## src/rtl/riscv_imm_pkg.sv

```systemverilog
// Shared immediate-type encodings, per-type immediate field masks and range limits
// for the RISC-V immediate encoder. Range limits are consumed when IMM_RANGE_CHECK_EN is defined.
package riscv_imm_pkg;

    localparam logic [1:0] IMM_I = 2'b00;
    localparam logic [1:0] IMM_S = 2'b01;
    localparam logic [1:0] IMM_B = 2'b10;
    localparam logic [1:0] IMM_J = 2'b11;

    localparam logic [31:0] MASK_I = 32'hFFF0_0000;
    localparam logic [31:0] MASK_S = 32'hFE00_0F80;
    localparam logic [31:0] MASK_B = MASK_S;
    localparam logic [31:0] MASK_J = 32'hFFFF_F000;

    localparam logic signed [31:0] I_MIN = -32'sd2048;
    localparam logic signed [31:0] I_MAX = 32'sd2047;
    localparam logic signed [31:0] B_MIN = -32'sd4096;
    localparam logic signed [31:0] B_MAX = 32'sd4094;
    localparam logic signed [31:0] J_MIN = -32'sd1048576;
    localparam logic signed [31:0] J_MAX = 32'sd1048574;

    function automatic logic [31:0] field_mask(input logic [1:0] immsrc);
        case (immsrc)
            IMM_I:   field_mask = MASK_I;
            IMM_S:   field_mask = MASK_S;
            IMM_B:   field_mask = MASK_B;
            default: field_mask = MASK_J;
        endcase
    endfunction

endpackage

```

## src/rtl/imm_pack.sv

```systemverilog
// Combinational immediate scatter: clears the type's immediate field in base and ORs in the packed
// immediate. The range/alignment checker exists only when IMM_RANGE_CHECK_EN is defined.
module imm_pack
    import riscv_imm_pkg::*;
(
    input  logic [31:0] base,
    input  logic [31:0] imm,
    input  logic [1:0]  immsrc,
    output logic [31:0] instr,
    output logic        err
);

    logic [31:0] field;

    always_comb begin
        field = '0;
        case (immsrc)
            IMM_I:   field = {imm[11:0], 20'b0};
            IMM_S:   field = {imm[11:5], 13'b0, imm[4:0], 7'b0};
            IMM_B:   field = {imm[12], imm[10:5], 13'b0, imm[4:1], imm[11], 7'b0};
            default: field = {imm[20], imm[10:1], imm[11], imm[19:12], 12'b0};
        endcase
        instr = (base & ~field_mask(immsrc)) | field;
    end

`ifdef IMM_RANGE_CHECK_EN
    logic signed [31:0] simm;
    assign simm = $signed(imm);

    always_comb begin
        err = 1'b0;
        case (immsrc)
            IMM_I, IMM_S: err = (simm < I_MIN) || (simm > I_MAX);
            IMM_B:        err = (simm < B_MIN) || (simm > B_MAX) || imm[0];
            default:      err = (simm < J_MIN) || (simm > J_MAX) || imm[0];
        endcase
    end
`else
    // Without the checker the high immediate bits and imm[0] are intentionally discarded.
    logic unused_imm;
    assign unused_imm = ^{imm[31:21], imm[0]};
    assign err        = 1'b0;
`endif

endmodule

```

## src/rtl/imm_encoder.sv

```systemverilog
// Two-stage valid/ready pipeline around imm_pack with a saturating error counter.
// Define IMM_RANGE_CHECK_EN to enable range checking, out_err and err_count.
module imm_encoder
    import riscv_imm_pkg::*;
#(
    parameter int CNT_W = 8
) (
    input  logic             clk,
    input  logic             reset_n,
    input  logic             in_valid,
    output logic             in_ready,
    input  logic [31:0]      in_base,
    input  logic [31:0]      in_imm,
    input  logic [1:0]       in_immsrc,
    output logic             out_valid,
    input  logic             out_ready,
    output logic [31:0]      out_instr,
    output logic             out_err,
    output logic [CNT_W-1:0] err_count
);

    logic        s1_v;
    logic [31:0] s1_base;
    logic [31:0] s1_imm;
    logic [1:0]  s1_src;
    logic        s2_load;
    logic        in_fire;
    logic [31:0] pack_instr;
    logic        pack_err;

    assign s2_load  = !out_valid || out_ready;
    assign in_ready = reset_n && (!s1_v || s2_load);
    assign in_fire  = in_valid && in_ready;

    imm_pack u_pack (
        .base   (s1_base),
        .imm    (s1_imm),
        .immsrc (s1_src),
        .instr  (pack_instr),
        .err    (pack_err)
    );

    always_ff @(posedge clk) begin
        if (!reset_n) begin
            s1_v    <= 1'b0;
            s1_base <= '0;
            s1_imm  <= '0;
            s1_src  <= IMM_I;
        end else if (in_fire) begin
            s1_v    <= 1'b1;
            s1_base <= in_base;
            s1_imm  <= in_imm;
            s1_src  <= in_immsrc;
        end else if (s2_load) begin
            s1_v <= 1'b0;
        end
    end

    // Data only moves on a real word so out_instr/out_err hold across bubbles and stalls.
    always_ff @(posedge clk) begin
        if (!reset_n) begin
            out_valid <= 1'b0;
            out_instr <= '0;
            out_err   <= 1'b0;
        end else if (s2_load) begin
            out_valid <= s1_v;
            if (s1_v) begin
                out_instr <= pack_instr;
                out_err   <= pack_err;
            end
        end
    end

`ifdef IMM_RANGE_CHECK_EN
    always_ff @(posedge clk) begin
        if (!reset_n) begin
            err_count <= '0;
        end else if (out_valid && out_ready && out_err && (err_count != '1)) begin
            err_count <= err_count + 1'b1;
        end
    end
`else
    assign err_count = '0;
`endif

endmodule
```

## config.mk

```make
export PLATFORM = sky130hd
export DESIGN_NAME = imm_encoder
export DESIGN_NICKNAME = d
export VERILOG_FILES = /design/src/rtl/riscv_imm_pkg.sv /design/src/rtl/imm_pack.sv /design/src/rtl/imm_encoder.sv
export SDC_FILE = /design/constraint.sdc
export NUM_CORES = 1
export LEC_CHECK = 0
export CAP_MARGIN = 20
export CORE_UTILIZATION = 46
export CTS_CLUSTER_DIAMETER = 150
export DETAILED_ROUTE_END_ITERATION = 7
export PLACE_DENSITY_LB_ADDON = 0.05
export SLEW_MARGIN = 20
export SYNTH_ARGS = -nofsm -noshare
export SYNTH_HDL_FRONTEND = slang
export SYNTH_SLANG_ARGS = --single-unit
```

## constraint.sdc

```tcl
create_clock -name clk -period 1.9 [get_ports clk]
set_clock_uncertainty 0.2 [all_clocks]
set_input_delay 0.38 -clock clk [delete_from_list [all_inputs] [get_ports clk]]
set_output_delay 0.38 -clock clk [all_outputs]
set_load 0.005 [all_outputs]
```

Yosys cells after proc, flatten, opt, wreduce, memory -nomap -nowiden
Index checks and enable logic that the tools add are counted.
- reduce and logical (&&, ||, !) cells: 10
- bitwise gates (word level): 3
- equal/unequal tests: 2
- muxes and demuxes: 4
- operators by type and width (kind ; count):
    $pmux 32 s3 ; 1
    $pmux 25 s2 ; 1
    $and 32x32->32 ; 1
    $not 32->32 ; 1
    $or 32x32->32 ; 1
    $eq 2x1->1 const B ; 1
    $eq 2x2->1 const B ; 1
    $logic_and 1x1->1 ; 2
    $logic_not 1->1 ; 2
    $logic_not 2->1 ; 1
    $logic_or 1x1->1 ; 2
    $mux 1 ; 2
    $reduce_and 2->1 ; 1
    $reduce_bool 2->1 ; 1
    $reduce_or 2->1 ; 1
- bits in registers: 89
- logic and storage cells: 25
- input port bits: 70
- output and inout port bits: 43

Depth between registers and ports, before layout
Gate-level depths: netlist (run 1).
- depth after elaboration: 6
- depth in mapped cells: 6
- mapped depth without buffers: 5

Modules after synthesis
From an unflattened synthesis (run 1), not the netlist that was laid out.
- cells, all modules: 508
- area total of the unflattened synthesis: 4534.3 um^2
- by module, submodules not included (module ; seq. area each (um^2) ; cells each ; area each (um^2) ; instances):
    imm_encoder ; 2021.9 ; 449 ; 4077.7 ; 1
    imm_pack ; 0.0 ; 59 ; 456.7 ; 1

Worst setup path after synthesis (run 1)
Ideal clock, no wire load.
- path kind: input-to-output
- start point: input reset_n
- end point: output in_ready
- arrival: 1065 ps
- buffers on the path: 2
- slack: 255 ps
- cell stages on the path: 4
- data required time: 1320 ps
- path through: inv_1 -> clkbuf_1 -> clkbuf_1 -> a21oi_1
- cells in the longest elaborated chain, start to end: 1
- RTL lines (what ; line ; source):
    start: declaration ; imm_encoder.sv:9 ; input logic reset_n,
    $logic_and 1x1->1 ; imm_encoder.sv:32 ; assign in_ready = reset_n && (!s1_v || s2_load);
    end: declaration ; imm_encoder.sv:11 ; output logic in_ready,
No other way between the ends.

Final worst setup path (run 1)
- start point: register out_instr[22]
- end point: output out_instr[22]
- RTL lines (what ; line ; source):
    start: declaration ; imm_encoder.sv:17 ; output logic [31:0] out_instr,
    start signal: assignment ; imm_encoder.sv:68 ; out_instr <= pack_instr;
No word-level cell between the ends.

==> results.md, run 1 <==
- Cell Rows: 31
- I/O Pins: 113
- Net switching power: 0.000927 W
- Final hold vios: 0
- Sequential share of power: 48.0%
- CTS sink count: 82
- Routability cong.: 0.743
- # Max-Cap Violations: 0
- Post-DP HPWL: between 5 and 6 mm
- WP depth: 1
- Largest net degree at the start of global routing: 56
- Final ANT Viol Nets: 0
- Worst Path Max Fanout: 2
- Post-Syn Area: 3540 µm²
- Clock Tree Buf Depth: 2
- Total gr overflow: 0
- Core box area: 7330 µm²
- Initial Util: 48.3%
- Synth Warn #: 0
- Hold_buf cts: 0
- RSZ-0062 raised after global routing: no
- Via-per-instance ratio: approximately 4.9
- ANT cells: 0
- Status: finished clean
- Root Driver: clkbuf_8
- First-pass GRT wire length: 13.2 mm
- FMAX: 553 MHz
- Worst hold stages: 2
- R2R cell count: 5
- Drt total wl: 7.69 mm
- WL per Instance: ~13 µm
- Setup ws final: 0.0911 ns
- Busiest grt layer: met2
- Final Util: 63.7%
- Area share of the largest cell type after synthesis: 46.4%
- Avg Inst Size Synth: just under 9 µm²
- CP startpoint kind: flip-flop
- Crit path DAT: 1.23 ns
- Dpl ws: -0.238 ns
- Post-Syn Instances: 396
- Num CTS Buffers: 9
- Buf/Inv on CP: 1
- Worst endpoint required time: 1.32 ns
- Clk Latency, worst-skew pair: roughly 0.35 ns
- Post-synthesis cell type count: 31
- Post-layout min period: 1.81 ns
- Most area-consuming cells after synthesis: dfxtp_1 46%, mux2i_1 16%, nand2_1 6.2%
- H-tree lvl count: 3
- Final Cycle Share: 95.2%
- Biggest area consumer among synthesized cells: dfxtp_1
- Sw Ratio: 23.4%
- Hold WC Path Type: flip-flop to flip-flop
- Starting DRT DRC Count: 119
- Final routed DRC violation total: 0
- GR Layer Usage met2: 32.4%
- Gate power share: 13.8%
- Top cell family by delay on the critical path: buffers and inverters
- Power per standard cell area: 849 nW/µm²
- Via count: 2832
- Internal power: about 0.0030 W
- Lkg Pwr: 1.95 nW
- Post-synthesis sequential area ratio: 46.4%
- Clock transition at the registers of the reported paths: 0.08 ns
- GR Layer Usage met1: 27.1%
- Fraction of layout cells with a size suffix above 1: 6.92%
- Slew headroom: 60.5%
- First-pass detailed-route iteration total: 4
- Most frequent cells in the layout: 83 x clkdlybuf4s50_1, 82 x dfxtp_1, 58 x nand2_1
- #FFs+latches synth: 82
- M3 GR Usage: 4.91%
- I/O Buffers: 85
- Setup TNS Final: 0 ns
- Clock share of power: 38.2%
- Layout area overhead: 31.9%
- Commonest non-fill, non-tap cell in the layout: clkdlybuf4s50_1
- Worst Max-Slew Pin Slew: 0.593 ns
- Final setup fails: 0
- Area of the die: 8050 µm²
- Initial antenna violation count: 0
- Final Max Slew Viols: 0
- Vias in the first global route: 2713
- Worst-path cell chain: clkdlybuf4s50_1
- Die Wd: 89.7 µm
- Worst Setup Path Type: flip-flop to output port
- Die H: 89.7 µm
- Final Net Count: approximately 550
- CP endpoint kind: output port
- CP max-delay cell: clkdlybuf4s50_1
- CTS tree: yes
- Gr usage total: 20.3%
- CP max stage delay: 0.51 ns
- Maximum vdd drop: approximately 0.45 mV
## kinds of logic after synthesis
family | count (synthesis) | synth area share [%]
buffers and inverters | 95 | 12.8
AND/OR/NAND/NOR | 82 | 9.83
flip-flops | 82 | 46.4
AO/OA/AOI/OAI | 76 | 13.6
multiplexers | 56 | 15.8
adder cells (fa/ha/maj) | 4 | 1.41
other | 1 | 0.106
## Yosys cell counts
master     count
conb_1         1
o21ai_1        8
nor2_2         1
buf_2         10
o211a_1        4
nor2b_1        2
buf_1          3
a21oi_1       30
a211oi_1       9
inv_2          1
and3_1         1
o2111ai_1      5
nor2_1         1
buf_12         2
o22ai_1        1
o21ai_0       11
nand2_1       58
o221a_2        1
nand2b_1       5
dfxtp_1       82
a311oi_1       4
mux2i_1       56
clkbuf_1      10
ha_1           4
a21oi_4        1
a22o_1         1
nand3_1       14
inv_1         56
buf_4         12
buf_6          1
o21bai_1       1
## path summary, 6_finish.rpt
check / from / to / slack [ns]
max reg2reg: s1_src[0]$_SDFFE_PN0P_ / out_instr[9]$_SDFFE_PN0P_ / 0.20
max: out_instr[22]$_SDFFE_PN0P_ / out_instr[22] / 0.09
min: s1_base[12]$_SDFFE_PN0P_ / s1_base[12]$_SDFFE_PN0P_ / 0.26
min reg2reg: s1_base[12]$_SDFFE_PN0P_ / s1_base[12]$_SDFFE_PN0P_ / 0.26
## final cells by class
type                       count  area (µm²)
multi-input combinational    227        1480
sequential                    82        1640
clock inverter                 5         103
fill                         655        2660
inverter                      57         214
timing repair buffer          96         973
clock buffer                  10         138
tap                           99         124
## flip-flops by register name, indices dropped and copies added, names as in the netlist
signal / flops
s1_imm: 21
out_valid: 1
s1_src: 2
out_instr: 32
s1_base: 25
s1_v: 1
## routing by layer
metal,vias up,share of wire [%]
met5,-,0
met2,82,46
li1,1434,-
met3,7,5.2
met1,1309,48
met4,0,1.1
## power groups by stage
stage,sequential (W),clock (W),combinational (W)
2_1_floorplan,0.00193,0,0.000310
3_3_place_gp,0.00194,0,0.000536
3_5_place_dp,0.00194,0,0.000547
4_1_cts,0.00190,0.00155,0.000549
5_1_grt,0.00192,0.00162,0.000602
6_report,0.00190,0.00152,0.000545
## tightest hold or removal path, stage by stage, from the launching register on
cell and delay, ns:
dfxtp_1 0.31, nand2_1 0.05, mux2i_1 0.05
## what timing repair did
item                       in CTS  in global routing
resized for setup               1                  3
pin swaps                       0                  0
setup buffers                   0                  0
setup endpoints to repair       1                  1
## per-stage QoR
stage          std cells  power [W]  cell area (µm²)  hold WS, ns
5_1_grt              576    0.00414             4670        0.275
6_report             576    0.00396             4670        0.255
3_5_place_dp         561    0.00249             4430        0.248
4_1_cts              576    0.00400             4670        0.259
2_1_floorplan        404    0.00224             3570        0.230
3_3_place_gp         561    0.00248             4430        0.242
Power figures use the tool's default switching activity.
==> run 2, diff against run 1 <==
CAP_MARGIN = default   (was 20)
CORE_UTILIZATION = 40   (was 46)
==> run 2 against run 1 <==
Net effect: first-iteration DRC count is 42% lower; sequential cell count unchanged; sequential power is essentially flat; routed wire length decreased by 1.0%; worst hold slack better by 0.0055 ns; via count shrank 0.46%; setup slack worse by 0.034 ns; utilization decreased by 7.9 points; critical endpoint is now in_ready; largest cell class unchanged.
==> results.md, run 2 (synthesized netlist as in run 1, its figures left out) <==
- Cell Rows: 33 (was 31)
- Total gr overflow: 0 (unchanged)
- CP startpoint kind: input port (was flip-flop)
- Die Wd: 96.1 µm (was 89.7 µm)
- Root Driver: clkbuf_8 (unchanged)
- Initial Util: 42.2% (was 48.3%)
- Die H: 96.1 µm (was 89.7 µm)
- Setup TNS Final: 0 ns (unchanged)
- Final ANT Viol Nets: 0 (unchanged)
- # Max-Cap Violations: 0 (unchanged)
- Crit path DAT: 1.26 ns (was 1.23 ns)
- Vias in the first global route: 2652 (was 2713)
- Clock Tree Buf Depth: 2 (unchanged)
- WL per Instance: 13.0 µm (was 13.3 µm)
- Post-CTS Setup Repair Bufs: 0 (unchanged)
- Core box area: 8380 µm² (was 7330 µm²)
- GR Layer Usage met2: 28.3% (was 32.4%)
- Initial antenna violation count: 0 (unchanged)
- Final Net Count: 549 (was 547)
- Most frequent cells in the layout: 83 x clkdlybuf4s50_1, 82 x dfxtp_1, 58 x nand2_1 (unchanged)
- Routability cong.: 0.687 (was 0.743)
- Register name with the most flops: out_instr (unchanged)
- Hold WC Path Type: flip-flop to flip-flop (unchanged)
- Worst Max-Slew Pin Slew: 0.587 ns (was 0.593 ns)
- Clock transition at the registers of the reported paths: 0.08 ns (about the same)
- I/O Buffers: 85 (unchanged)
- Via-per-instance ratio: 4.82 (was 4.92)
- Post-layout min period: 1.84 ns (was 1.81 ns)
- Post-DP HPWL: 5.19 mm (was 5.02 mm)
- Lkg Pwr: 1.95 nW (about the same)
- Final Max Slew Viols: 0 (unchanged)
- Crit path launch: out_ready (was out_instr[22]$_SDFFE_PN0P_)
- Commonest non-fill, non-tap cell in the layout: clkdlybuf4s50_1 (unchanged)
- Largest net degree at the start of global routing: 56 (unchanged)
- Max reg flops: 32 (unchanged)
- RSZ-0062 raised after global routing: no (unchanged)
- Power per standard cell area: 820 nW/µm² (was 849 nW/µm²)
- M3 GR Usage: 3.79% (was 4.91%)
- Final Cycle Share: 97.0% (was 95.2%)
- Fraction of layout cells with a size suffix above 1: 6.88% (was 6.92%)
- Final hold vios: 0 (unchanged)
- I/O Pins: 113 (unchanged)
- Start of the worst register-to-register path: s1_src[0]$_SDFFE_PN0P_ (unchanged)
- Final setup fails: 0 (unchanged)
- Top flop regs: out_instr x32, s1_base x25, s1_imm x21 (unchanged)
- CP endpoint kind: output port (unchanged)
- Starting DRT DRC Count: 69 (was 119)
- Hold_buf cts: 0 (unchanged)
- Final routed DRC violation total: 0 (unchanged)
- CTS sink count: 82 (unchanged)
- ANT cells: 0 (unchanged)
- H-tree lvl count: 3 (unchanged)
- Status: finished clean (unchanged)
- GR Layer Usage met1: 22.3% (was 27.1%)
- FMAX: 543 MHz (was 553 MHz)
- Fill cells: 805 (was 655)
- Worst Path Max Fanout: 2 (unchanged)
- Slew headroom: 60.9% (was 60.5%)
- First-pass detailed-route iteration total: 4 (unchanged)
- First-pass GRT wire length: 12.2 mm (was 13.2 mm)
- Worst endpoint required time: 1.32 ns (about the same)
- Drt total wl: 7.61 mm (was 7.69 mm)
- Layout area overhead: 32.0% (was 31.9%)
- Via count: 2819 (was 2832)
- HP Start: s1_imm[19]$_SDFFE_PN0P_ (was s1_base[12]$_SDFFE_PN0P_)
- Layout Cell Area excl Fill: 4670 µm² (about the same)
- Gr usage total: 17.4% (was 20.3%)
- CTS tree: yes (unchanged)
- Worst Setup Path Type: input port to output port (was flip-flop to output port)
- Worst hold margin: 0.261 ns (was 0.255 ns)
- Num CTS Buffers: 9 (unchanged)
- Clk Latency, worst-skew pair: 0.34 ns (was 0.35 ns)
- Area of the die: 9230 µm² (was 8050 µm²)
- Dpl cell area: 4450 µm² (was 4430 µm²)
- Busiest grt layer: met2 (unchanged)
- Maximum vdd drop: 0.352 mV (was 0.450 mV)
[run 2: what timing repair did]
action / in CTS / in global routing
gates resized for setup: 1 / 1
pin swaps: 0 / 0
setup endpoints to repair: 1 / 1
hold endpoints to repair: 0 / 0
[run 2: critical path, stage by stage]
cell and delay (ns):
clkdlybuf4s50_1 0.47, nor2b_1 0.05, a21oi_1 0.14, clkdlybuf4s15_1 0.22
[run 2: stage by stage]
stage               utilization, %  cells  power, W  worst slack, ns
global route                  55.8    585   0.00400          0.00702
floorplan                        -    404   0.00224            0.255
CTS                           55.7    585   0.00387           0.0240
global placement              53.1    569   0.00249           -0.227
finish                        55.8    585   0.00383           0.0572
detailed placement            53.1    569   0.00249           -0.238
[run 2: power breakdown]
group	leakage, nW	switching (W)	internal, W
Clock	0.109	0.000610	0.000773
Combinational	1.17	0.000238	0.000303
Sequential	0.676	0.0000690	0.00184
[run 2: worst paths after layout]
kind / cells past startpoint / end / slack, ns
worst min-delay path: 2 / s1_imm[19]$_SDFFE_PN0P_ / 0.26
worst max-delay path: 4 / in_ready / 0.06
worst min register to register: 2 / s1_imm[19]$_SDFFE_PN0P_ / 0.26
worst max register to register: 5 / out_instr[8]$_SDFFE_PN0P_ / 0.23
[run 2: per-layer routing]
layer,vias up,routed length [µm],share of wire (%)
met5,-,0,0
met4,0,79,1.0
met2,64,3410,45
met3,7,356,4.7
met1,1304,3760,49
li1,1444,-,-
[run 2: final cells by class]
type                       count  area [µm²]  share of cell area (%)
clock inverter                 5        77.6                    1.66
sequential                    82        1640                    35.1
clock buffer                  11         141                    3.03
multi-input combinational    227        1470                    31.5
tap                          105         131                    2.81
inverter                      57         214                    4.58
timing repair buffer          98         993                    21.3
